**src/rtl/bidir_deserializer.sv**
```systemverilog
// Serial-to-parallel receiver. Bits arrive MSB-first or LSB-first (chosen at
// the start of each frame), are gathered into n-bit words, and each finished
// word is offered from a single-entry holding register with valid/ready.
//
// Handshake: q is a transfer when data_valid && data_ready on a rising edge.
// While data_valid is high, q is held stable until that transfer happens.
// data_ready with data_valid low has no effect. A word that completes while
// the holding register is full and not being drained is dropped, and the
// sticky overrun flag is raised.
module bidir_deserializer #(
    parameter int n = 6
) (
    input  logic                 clk,
    input  logic                 rst,
    input  logic                 mode,
    input  logic                 serial_in,
    input  logic                 in_en,
    input  logic                 sync,
    output logic [n-1:0]         q,
    output logic                 data_valid,
    input  logic                 data_ready,
    output logic                 overrun,
    output logic [$clog2(n)-1:0] bit_cnt
);

    localparam int CW = $clog2(n);
    localparam logic [CW-1:0] LAST_BIT = CW'(n - 1);

    logic [n-1:0]  sreg;
    logic          mode_q;

    logic [CW-1:0] eff_cnt;
    logic          frame_start;
    logic          shift_mode;
    logic [n-1:0]  base;
    logic [n-1:0]  shifted;
    logic          word_done;

    // A sync restarts the frame in the same cycle, so the count and shift
    // register the incoming bit builds on are zeroed before shifting.
    always_comb begin
        eff_cnt     = sync ? '0 : bit_cnt;
        frame_start = (eff_cnt == '0);
        shift_mode  = frame_start ? mode : mode_q;
        base        = sync ? '0 : sreg;
        if (shift_mode) begin
            shifted = {serial_in, base[n-1:1]};
        end else begin
            shifted = {base[n-2:0], serial_in};
        end
        word_done   = in_en && (eff_cnt == LAST_BIT);
    end

    // Frame assembly: shift register, bit counter and per-frame mode latch.
    always_ff @(posedge clk) begin
        if (rst) begin
            sreg    <= '0;
            bit_cnt <= '0;
            mode_q  <= 1'b0;
        end else if (in_en) begin
            sreg    <= shifted;
            bit_cnt <= word_done ? '0 : eff_cnt + 1'b1;
            if (frame_start) begin
                mode_q <= mode;
            end
        end else if (sync) begin
            sreg    <= '0;
            bit_cnt <= '0;
        end
    end

    // Holding register: load on completion if empty or being drained,
    // otherwise drop the word and record the overrun.
    always_ff @(posedge clk) begin
        if (rst) begin
            q          <= '0;
            data_valid <= 1'b0;
            overrun    <= 1'b0;
        end else if (word_done) begin
            if (!data_valid || data_ready) begin
                q          <= shifted;
                data_valid <= 1'b1;
            end else begin
                overrun    <= 1'b1;
            end
        end else if (data_valid && data_ready) begin
            data_valid <= 1'b0;
        end
    end

endmodule

```
**config.mk**
```make
export PLATFORM = sky130hd
export DESIGN_NAME = bidir_deserializer
export DESIGN_NICKNAME = d
export VERILOG_FILES = /design/src/rtl/bidir_deserializer.sv
export SDC_FILE = /design/constraint.sdc
export NUM_CORES = 1
export LEC_CHECK = 0
export ABC_AREA = 1
export CAP_MARGIN = 5
export CORE_ASPECT_RATIO = 0.75
export CORE_MARGIN = 2
export CORE_UTILIZATION = 37
export DETAILED_ROUTE_END_ITERATION = 10
export PLACE_DENSITY_LB_ADDON = 0.2
export SYNTH_ARGS = -nofsm -noshare
export SYNTH_HDL_FRONTEND = slang
export SYNTH_SLANG_ARGS = --single-unit
```
**constraint.sdc**
```tcl
create_clock -name clk -period 1.8 [get_ports clk]
set_clock_uncertainty 0.1 [all_clocks]
set_input_delay 0.36 -clock clk [delete_from_list [all_inputs] [get_ports clk]]
set_output_delay 0.36 -clock clk [all_outputs]
set_load 0.005 [all_outputs]
```
**Word-level counts from Yosys, hierarchy flattened**

Cells that the tools add are included.

- RAM bits: 0
- Output and inout port bits: 11
- Memories: 0
- Bits of input ports: 7
- Register bits after elaboration: 18
- Word-level logic and storage cells: 29
- Latch bits: 0
- Memory bits (read-only): 0

- Order comparisons: 0
- Multipliers: 0
- Reduce and logical (&&, ||, !) cells: 9
- Shift-type cells: 0
- Div/mod/pow operators: 0
- Add/sub/neg operators: 1
- Muxes and demuxes: 10
- Bitwise logic cells: 1
- Eq/ne operators: 2

Operator list:

| kind | number |
|---|---|
| $mux 6 | 3 |
| $mux 3 | 3 |
| $reduce_and 2->1 | 3 |
| $mux 1 | 4 |
| $add 3x1->3 const B | 1 |
| $eq 3x3->1 const B | 1 |
| $logic_not 3->1 | 1 |
| $logic_and 1x1->1 | 2 |
| $ne 2x1->1 const B | 1 |
| $reduce_bool 2->1 | 1 |
| $logic_not 1->1 | 1 |
| $logic_or 1x1->1 | 1 |
| $not 1->1 | 1 |

**Longest topological paths before layout**

Gate-level depths: netlist of run 1.

- Depth in word-level cells: 5
- Depth in mapped cells: 11
- Depth with buffers taken out: 11

**Least setup slack after synthesis of run 1**

OpenSTA, ideal clock, no wires.

- Path kind: in2reg
- Start point: input sync
- End point: register q[4]
- Data arrival time: 1.307 ns
- Cell stages on the path: 11
- Path buffers: 0
- Setup slack: 0.284 ns
- Required time: 1.591 ns
- Cell sequence: inv_2 -> nand2_1 -> inv_1 -> ha_1 -> nand2_1 -> nor2_4 -> nand2_2 -> inv_2 -> nand3_1 -> nand2_1 -> inv_1

- Word-level cells in the longest chain between the ends: 4
- Elaborated cells on any way between the ends: 8
- Classes of those cells: 1 x eq/ne; 4 x mux; 3 x reduce/logical

Ends and longest elaborated chain:

| what | RTL line | source |
|---|---|---|
| start: declaration | 18 | `input logic sync,` |
| $mux 3 | -- |  |
| $logic_not 3->1 or $eq 3x3->1 (tied branches) | 43, 51 |  |
| $mux 1 or $logic_and 1x1->1 (tied branches) | -- |  |
| $mux 6 or $reduce_and 2->1 (tied branches) | -- |  |
| end signal: assignment | 81 | `q <= shifted;` |
| end: declaration | 19 | `output logic [n-1:0] q,` |

Several ways; a longest one is shown, not always the timed one.
A chain may end at the register's enable or synchronous reset.

**Worst setup path in the final report of run 1**

- Start point: input sync
- End point: register q[3]

The elaborated chain is that of the path after synthesis.

==> metrics.txt, run 1 <==
CP delay by family, top simple AND/OR/NAND/NOR gates; pin count of the biggest net entering global routing 11; # hold bufs at CTS 0; initial DRC count 24; most frequent cells in the layout 34 x nand2_1, 26 x inv_1, 20 x nand3_1, 18 x dfxtp_1, 17 x clkdlybuf4s50_1; slowest stage cell, crit path clkdlybuf4s50_1; P per Cell Area 556.6 nW/um^2; Final Hold Fails 0; clock buffer count from CTS 3; Peak supply drop 0.0002887 V; vias per inst 4.447; Synthesized Nets 148; unrepaired setup endpoints after global routing no; Routed Wire Length 1.883 mm; Root Driver clkbuf_4; FF+latch count, synth 18; Unique masters post-synth 18; Setup Crit Path Kind in -> reg; initial antenna violation count 0; Tmin final 1.696 ns; WL/cell 9.462 um; post-DP HPWL 1.488 mm; Worst Path Buf+Inv 3; Least-Margin Pin Slew 0.2403 ns; Clock transition at path regs 0.09 ns; commonest non-fill, non-tap cell in the layout nand2_1; num ports 18; GRT Total Usage 0.1532; fraction of registers with async set/reset 0; Die Ht 47.32 um; H-Tree Depth 1; crit-path max FO 7; GR met1 Demand/Resource 0.2273; Final Max Tran Viols 0; Peak Freq 589.7 MHz; CTS tree built; clock sink count 18; Max-Cap Viols 0; DRT antenna net count 0; CORE AREA 2327 sq um; Main synth FF type dfxtp_1; die footprint 2922 sq um; net total in the final layout 177; Antenna Cells 0; CP Capture Type flip-flop; share of layout cells above drive strength 1 0.1515; CP Launch Type primary input; routability cong. 0.8830; post-CTS sizing 0; Starting Density 0.3978; vias in the first global route 772; Avg Cell Area, Syn 6.709 sq um; std cell rows 15; Final Util 0.5285; Synth Instances 138; post-synthesis cell area 925.9 sq um; Tot Pwr 684.6 uW; layer with the highest usage met1; DRC 0; Post-synth EDFFs 0; critical path required time 1.90 ns; period utilisation layout 0.9421; first-pass GRT wire length 3.256 mm; Vias 885; IO buf count 17; first drt pass iteration count 4; Yosys Warn Count 0; setup TNS 0 ns; CP arrival 1.79 ns; worst relative slew slack 0.8392; Pleak 0.5802 nW; Die Wd 61.76 um; Critical Path Max Stage Delay 0.50 ns; Critical Path, Cell by Cell clkdlybuf4s50_1 > inv_2 > nand2_1 > ha_2 > nand3_2 > nand3_1 > nand3_1 > nand2_1 > inv_1; area delta synth->final 32.84%; Setup violations, final 0; number of setup buffers added after CTS 0; met3 Resource Use GR 0.04959; clock latency at the later pin of the worst-skew pair 0.29 ns; met2 Resource Use GR 0.2084; Worst Hold Class reg -> reg; Hold WS 0.3789 ns; gr ovfl total 0; status complete, no violations; sequential-to-total area share from yosys stat 0.3892; clk buf depth 2
-- metrics by stage --
step	std cells	instance area, sq um	worst slack (ns)
after floorplan	138	925.9	0.2843
after global placement	196	1195	-0.2180
after detailed placement	196	1195	-0.2759
after CTS	199	1217	0.03590
after global routing	199	1230	0.01376
final	199	1230	0.1041
-- cell families after synthesis --
kind of cell	Yosys count	share of synthesized area
buffers and inverters	30	0.1216
adder cells (fa/ha/maj)	3	0.04054
AO/OA/AOI/OAI	14	0.08244
AND/OR/NAND/NOR	73	0.3662
flip-flops	18	0.3892
-- synth_stat cells, types with 2 or more instances --
library cell  number  share of area
nand2_2            4          0.027
nand3_1           20           0.11
inv_2              2         0.0081
nand3_2            2          0.022
nor2_1             9          0.036
o21ai_0            2          0.011
dfxtp_1           18           0.39
ha_1               3          0.041
a21oi_1            9          0.049
nand2_1           35           0.14
inv_1             27           0.11
-- worst reg2reg max path: stages, from the launching register on --
cell,delay (ns)
dfxtp_1,0.36
nand2_2,0.09
inv_2,0.06
ha_1,0.13
nand2_1,0.09
nor2_4,0.12
nand2_4,0.10
inv_4,0.09
nand3_1,0.09
nand2_1,0.07
inv_1,0.04
-- final cells by class --
cell class                      count  area (sq um)
Tap cell                           34         42.54
Sequential cell                    18         360.3
Fill cell                         265          1097
Multi-Input combinational cell     90         462.9
Clock buffer                        3         22.52
Inverter                           29         111.4
Timing Repair Buffer               25         230.2
-- metal layers --
layer / up-vias / share of wire
met5: - / 0
met4: 0 / 0.0064
met3: 2 / 0.063
met2: 26 / 0.42
met1: 375 / 0.51
li1: 482 / -
-- sequential cells by signal, indices dropped and copies added, names as in the netlist --
register    count
sreg            6
q               6
data_valid      1
overrun         1
bit_cnt         3
mode_q          1
-- power breakdown --
group	leakage, nW	switching (mW)	internal [mW]
clock	0.0138	0.116	0.0778
combinational	0.421	0.0448	0.0388
sequential	0.146	0.00310	0.404
total	0.580	0.164	0.521
-- final timing paths --
kind | startpoint | to | slack (ns) | depth (start not counted)
worst max-delay path | sync | q[3] | 0.10 | 9
worst min register to register | overrun | overrun | 0.38 | 2
worst min-delay path | overrun | overrun | 0.38 | 2
worst max register to register | bit_cnt[0] | q[2] | 0.38 | 10
Note: power is estimated with default switching activity, not from simulation.
==> run 2: changes to the inputs <==
CORE_MARGIN = not set   (was 2)
==> metrics.txt, run 2 (synthesized netlist as in run 1, its figures left out) <==
Clock transition at path regs 0.10 ns; area delta synth->final 34.87%; Die Ht 45.32 um; Tmin final 1.714 ns; Vias 907; Sw Share 0.2323; status complete, no violations; Worst Path Buf+Inv 1; GRT Total Usage 0.1597; Pleak 0.5912 nW; post-DP HPWL 1.505 mm; number of setup buffers added after CTS 0; Critical Path, Cell by Cell clkdlybuf4s50_1; Antenna Cells 0; vias in the first global route 751; Pint 566.6 uW; # hold bufs at CTS 0; Hold Path Depth 2; pin count of the biggest net entering global routing 11; WP depth 1; Least-Margin Pin Slew 0.2372 ns; CP Launch Type flip-flop; CORE AREA 2327 sq um; sw power 171.5 uW; vias per inst 4.512; first drt pass iteration count 4; CP Capture Type primary output; period utilisation layout 0.9524; design area 1249 sq um; CP delay by family, top buffers and inverters; clock sink count 18; Logic pwr share 0.114; initial antenna violation count 0; worst relative slew slack 0.8405; CP arrival 1.25 ns; Starting Density 0.3978; Post-Place Cell Area 1202 sq um; first-pass GRT wire length 3.174 mm; Die Wd 59.76 um; commonest non-fill, non-tap cell in the layout nand2_1; Peak Freq 583.3 MHz; slowest stage cell, crit path clkdlybuf4s50_1; CTS tree built; P per Cell Area 591.0 nW/um^2; Tot Pwr 738.0 uW; routability cong. 0.8728; Worst Hold Class reg -> reg; DRC 0; net total in the final layout 178; gr ovfl total 0; clock buffer count from CTS 3; Seq pwr share 0.552; Root Driver clkbuf_4; Final Max Tran Viols 0; Routed Wire Length 1.873 mm; clk buf depth 2; power share of the clock group 0.335; die footprint 2708 sq um; initial DRC count 27; Final Hold Fails 0; WL/cell 9.318 um; clock latency at the later pin of the worst-skew pair 0.30 ns; num ports 18; share of layout cells above drive strength 1 0.1557; post-CTS sizing 0; reg2reg path depth 10; Setup Crit Path Kind reg -> out; critical path required time 1.34 ns; Max-Cap Viols 0; crit-path max FO 3; largest registers q: 6 flops, sreg: 6 flops, bit_cnt: 3 flops; IO buf count 17; std cell rows 15; DRT antenna net count 0; Critical Path Max Stage Delay 0.53 ns; most frequent cells in the layout 35 x nand2_1, 26 x inv_1, 20 x nand3_1, 18 x dfxtp_1, 17 x clkdlybuf4s50_1; Peak supply drop 0.0003349 V; Hold WS 0.3783 ns; H-Tree Depth 1; Setup violations, final 0
## run 2: changes by cell type in the layout (fill, tap and decap cells not counted)
cell	change
buf_4	+1
clkbuf_8	+1
nand2_1	+1
nand2_2	-1
## run 2: power groups by stage
stage | clock network [mW] | registers [mW] | logic (mW)
CTS | 0.260 | 0.407 | 0.0835
floorplan | 0 | 0.416 | 0.0396
finish | 0.247 | 0.407 | 0.0841
global route | 0.281 | 0.408 | 0.0933
detailed placement | 0 | 0.416 | 0.0833
global placement | 0 | 0.416 | 0.0824
## run 2: per-stage QoR
stage	utilization	worst slack [ns]	instances	TNS [ns]
5_1_grt	0.5366	-0.004553	201	-0.004553
6_report	0.5366	0.08565	201	0
3_5_place_dp	0.5167	-0.2620	197	-3.490
4_1_cts	0.5323	0.06624	201	0
2_1_floorplan	-	0.2843	138	0
3_3_place_gp	0.5167	-0.2257	197	-2.976
## run 2: final timing paths
| path | start | end | slack, ns |
|---|---|---|---|
| setup reg to reg | bit_cnt[0] | q[3] | 0.34 |
| setup / recovery | bit_cnt[2] | bit_cnt[2] | 0.09 |
| hold reg to reg | overrun | overrun | 0.38 |
| hold / removal | overrun | overrun | 0.38 |
## run 2: cell type report
| class | count | area [sq um] |
|---|---|---|
| clock buffer | 4 | 36.28 |
| fill | 258 | 1079 |
| inverter | 29 | 111.4 |
| multi-input combinational | 90 | 460.4 |
| sequential | 18 | 360.3 |
| tap | 34 | 42.54 |
| timing repair buffer | 26 | 237.7 |
## run 2: routing by layer
metal	share of wire	wire [um]	vias up	GRT usage
met5	0	0	-	0
met4	0.010	19	0	0.05116
met3	0.059	111	4	0.05158
met2	0.41	764	23	0.2156
met1	0.52	979	389	0.2364
li1	-	-	491	-
==> run 3: changes to the inputs <==
CORE_UTILIZATION = 49   (was 37)
SKIP_LAST_GASP = 1   (was not set)
==> metrics.txt, run 3 (synthesized netlist as in run 1, its figures left out) <==
status complete, no violations; post-DP HPWL 1.616 mm; fill cell count 159; CORE AREA 1757 sq um; Logic pwr share 0.119; Setup violations, final 0; reg2reg start bit_cnt[0]; Die Wd 52.20 um; Routed Wire Length 2.057 mm; Vias 919; Setup Crit Path Kind in -> reg; Hold EP overrun; net total in the final layout 179; period utilisation layout 0.9582; Max-Cap Viols 0; power share of the clock group 0.328; H-Tree Depth 1; worst relative slew slack 0.8320; number of setup buffers added after CTS 0; Peak Freq 579.8 MHz; internal reg-to-reg setup slack 0.34 ns; Sw Share 0.2291; first-pass GRT wire length 3.450 mm; std cell rows 13; area delta synth->final 33.78%; IO buf count 17; Post-Place Cells 186; vias per inst 4.837; Starting Density 0.5271; WL/cell 10.83 um; clk buf depth 2; first drt pass iteration count 4; CTS tree built; unrepaired setup endpoints after global routing no; Hold Startpoint overrun; Root Driver clkbuf_4; share of layout cells above drive strength 1 0.1548; Seq pwr share 0.553; die footprint 2069 sq um; Hold Path Depth 2; Antenna Cells 0; slowest stage cell, crit path clkdlybuf4s50_1; sw power 168.9 uW; reg2reg path depth 10; num ports 18; initial antenna violation count 0; vias in the first global route 807; crit-path max FO 7; pin count of the biggest net entering global routing 11; clock sink count 18; most frequent cells in the layout 34 x nand2_1, 27 x inv_1, 20 x nand3_1, 18 x dfxtp_1, 17 x clkdlybuf4s50_1; Die Ht 39.65 um; Tot Pwr 737.1 uW; CP Launch Type primary input; CP Capture Type flip-flop; CP arrival 1.83 ns; critical path required time 1.90 ns; Clock transition at path regs 0.10 ns; clock latency at the later pin of the worst-skew pair 0.29 ns; gr ovfl total 0; Worst R2R End q[2]; DRT antenna net count 0; P per Cell Area 595.1 nW/um^2; Critical Path, Cell by Cell clkdlybuf4s50_1 > inv_2 > nand2_1 > ha_1 > nand3_2 > nand3_1 > nand3_1 > nand2_1 > inv_1; Finished Layout Cells 190; Least-Margin Pin Slew 0.2510 ns; Critical Path Max Stage Delay 0.49 ns; routability cong. 0.9572; Final Max Tran Viols 0; Peak supply drop 0.0005014 V; Final Hold Fails 0; Pleak 0.6001 nW; Worst Hold Class reg -> reg; clock buffer count from CTS 3; GRT Total Usage 0.2347; Tmin final 1.725 ns; largest registers q: 6 flops, sreg: 6 flops, bit_cnt: 3 flops; initial DRC count 43; commonest non-fill, non-tap cell in the layout nand2_1; Pint 568.2 uW; DRC 0
run 3: layer usage:
metal,GRT usage,part of all wire,up-vias
met3,0.08140,0.063,4
li1,-,-,486
met4,0.03947,0.0092,0
met2,0.3878,0.44,34
met5,0,0,-
met1,0.2998,0.48,395
run 3: how the worst max path moves through the flow:
stage / from / endpoint / slack, ns
after global routing: sync / q[3] / 0.01
after CTS: sync / q[2] / 0.06
final: sync / q[2] / 0.08
after detailed placement: sync / q[2] / -0.26
after floorplan: sync / q[4] / 0.28
after global placement: sync / q[2] / -0.21
run 3: power groups by stage:
stage / clock, mW / combinational (mW) / sequential, mW
floorplan: 0 / 0.0396 / 0.416
global placement: 0 / 0.0840 / 0.416
detailed placement: 0 / 0.0857 / 0.416
CTS: 0.254 / 0.0868 / 0.407
global route: 0.278 / 0.0959 / 0.408
finish: 0.242 / 0.0880 / 0.407
run 3: metrics by stage:
| stage | instance area (sq um) | setup WS (ns) | util | hold slack [ns] | TNS, ns |
|---|---|---|---|---|---|
| floorplan | 925.9 | 0.2843 | - | 0.3604 | 0 |
| global placement | 1195 | -0.2107 | 0.6802 | 0.3484 | -2.789 |
| detailed placement | 1195 | -0.2594 | 0.6802 | 0.3606 | -3.436 |
| CTS | 1231 | 0.05780 | 0.7009 | 0.3843 | 0 |
| global route | 1239 | 0.01206 | 0.7051 | 0.4564 | 0 |
| finish | 1239 | 0.07522 | 0.7051 | 0.3788 | 0 |
run 3: repair_timing:
item                                   CTS  global route
resized for setup                        0             2
hold buffers                             0             0
endpoints found under the hold margin    0             0
setup endpoints to repair                0            11
run 3: cell type report:
cell class	count	area, sq um	area share
repair buffers	27	245.2	0.1980
flip-flops and latches	18	360.3	0.2909
well taps	22	27.53	0.02222
multi-input cells	90	460.4	0.3717
clock buffers	4	36.28	0.02929
inverters	29	108.9	0.08788
run 3: critical path, delay by kind of cell:
family	cells	cell delay (ns)
buffers and inverters	3	0.58
adders and majority gates	1	0.27
and+or+nand+nor	5	0.61
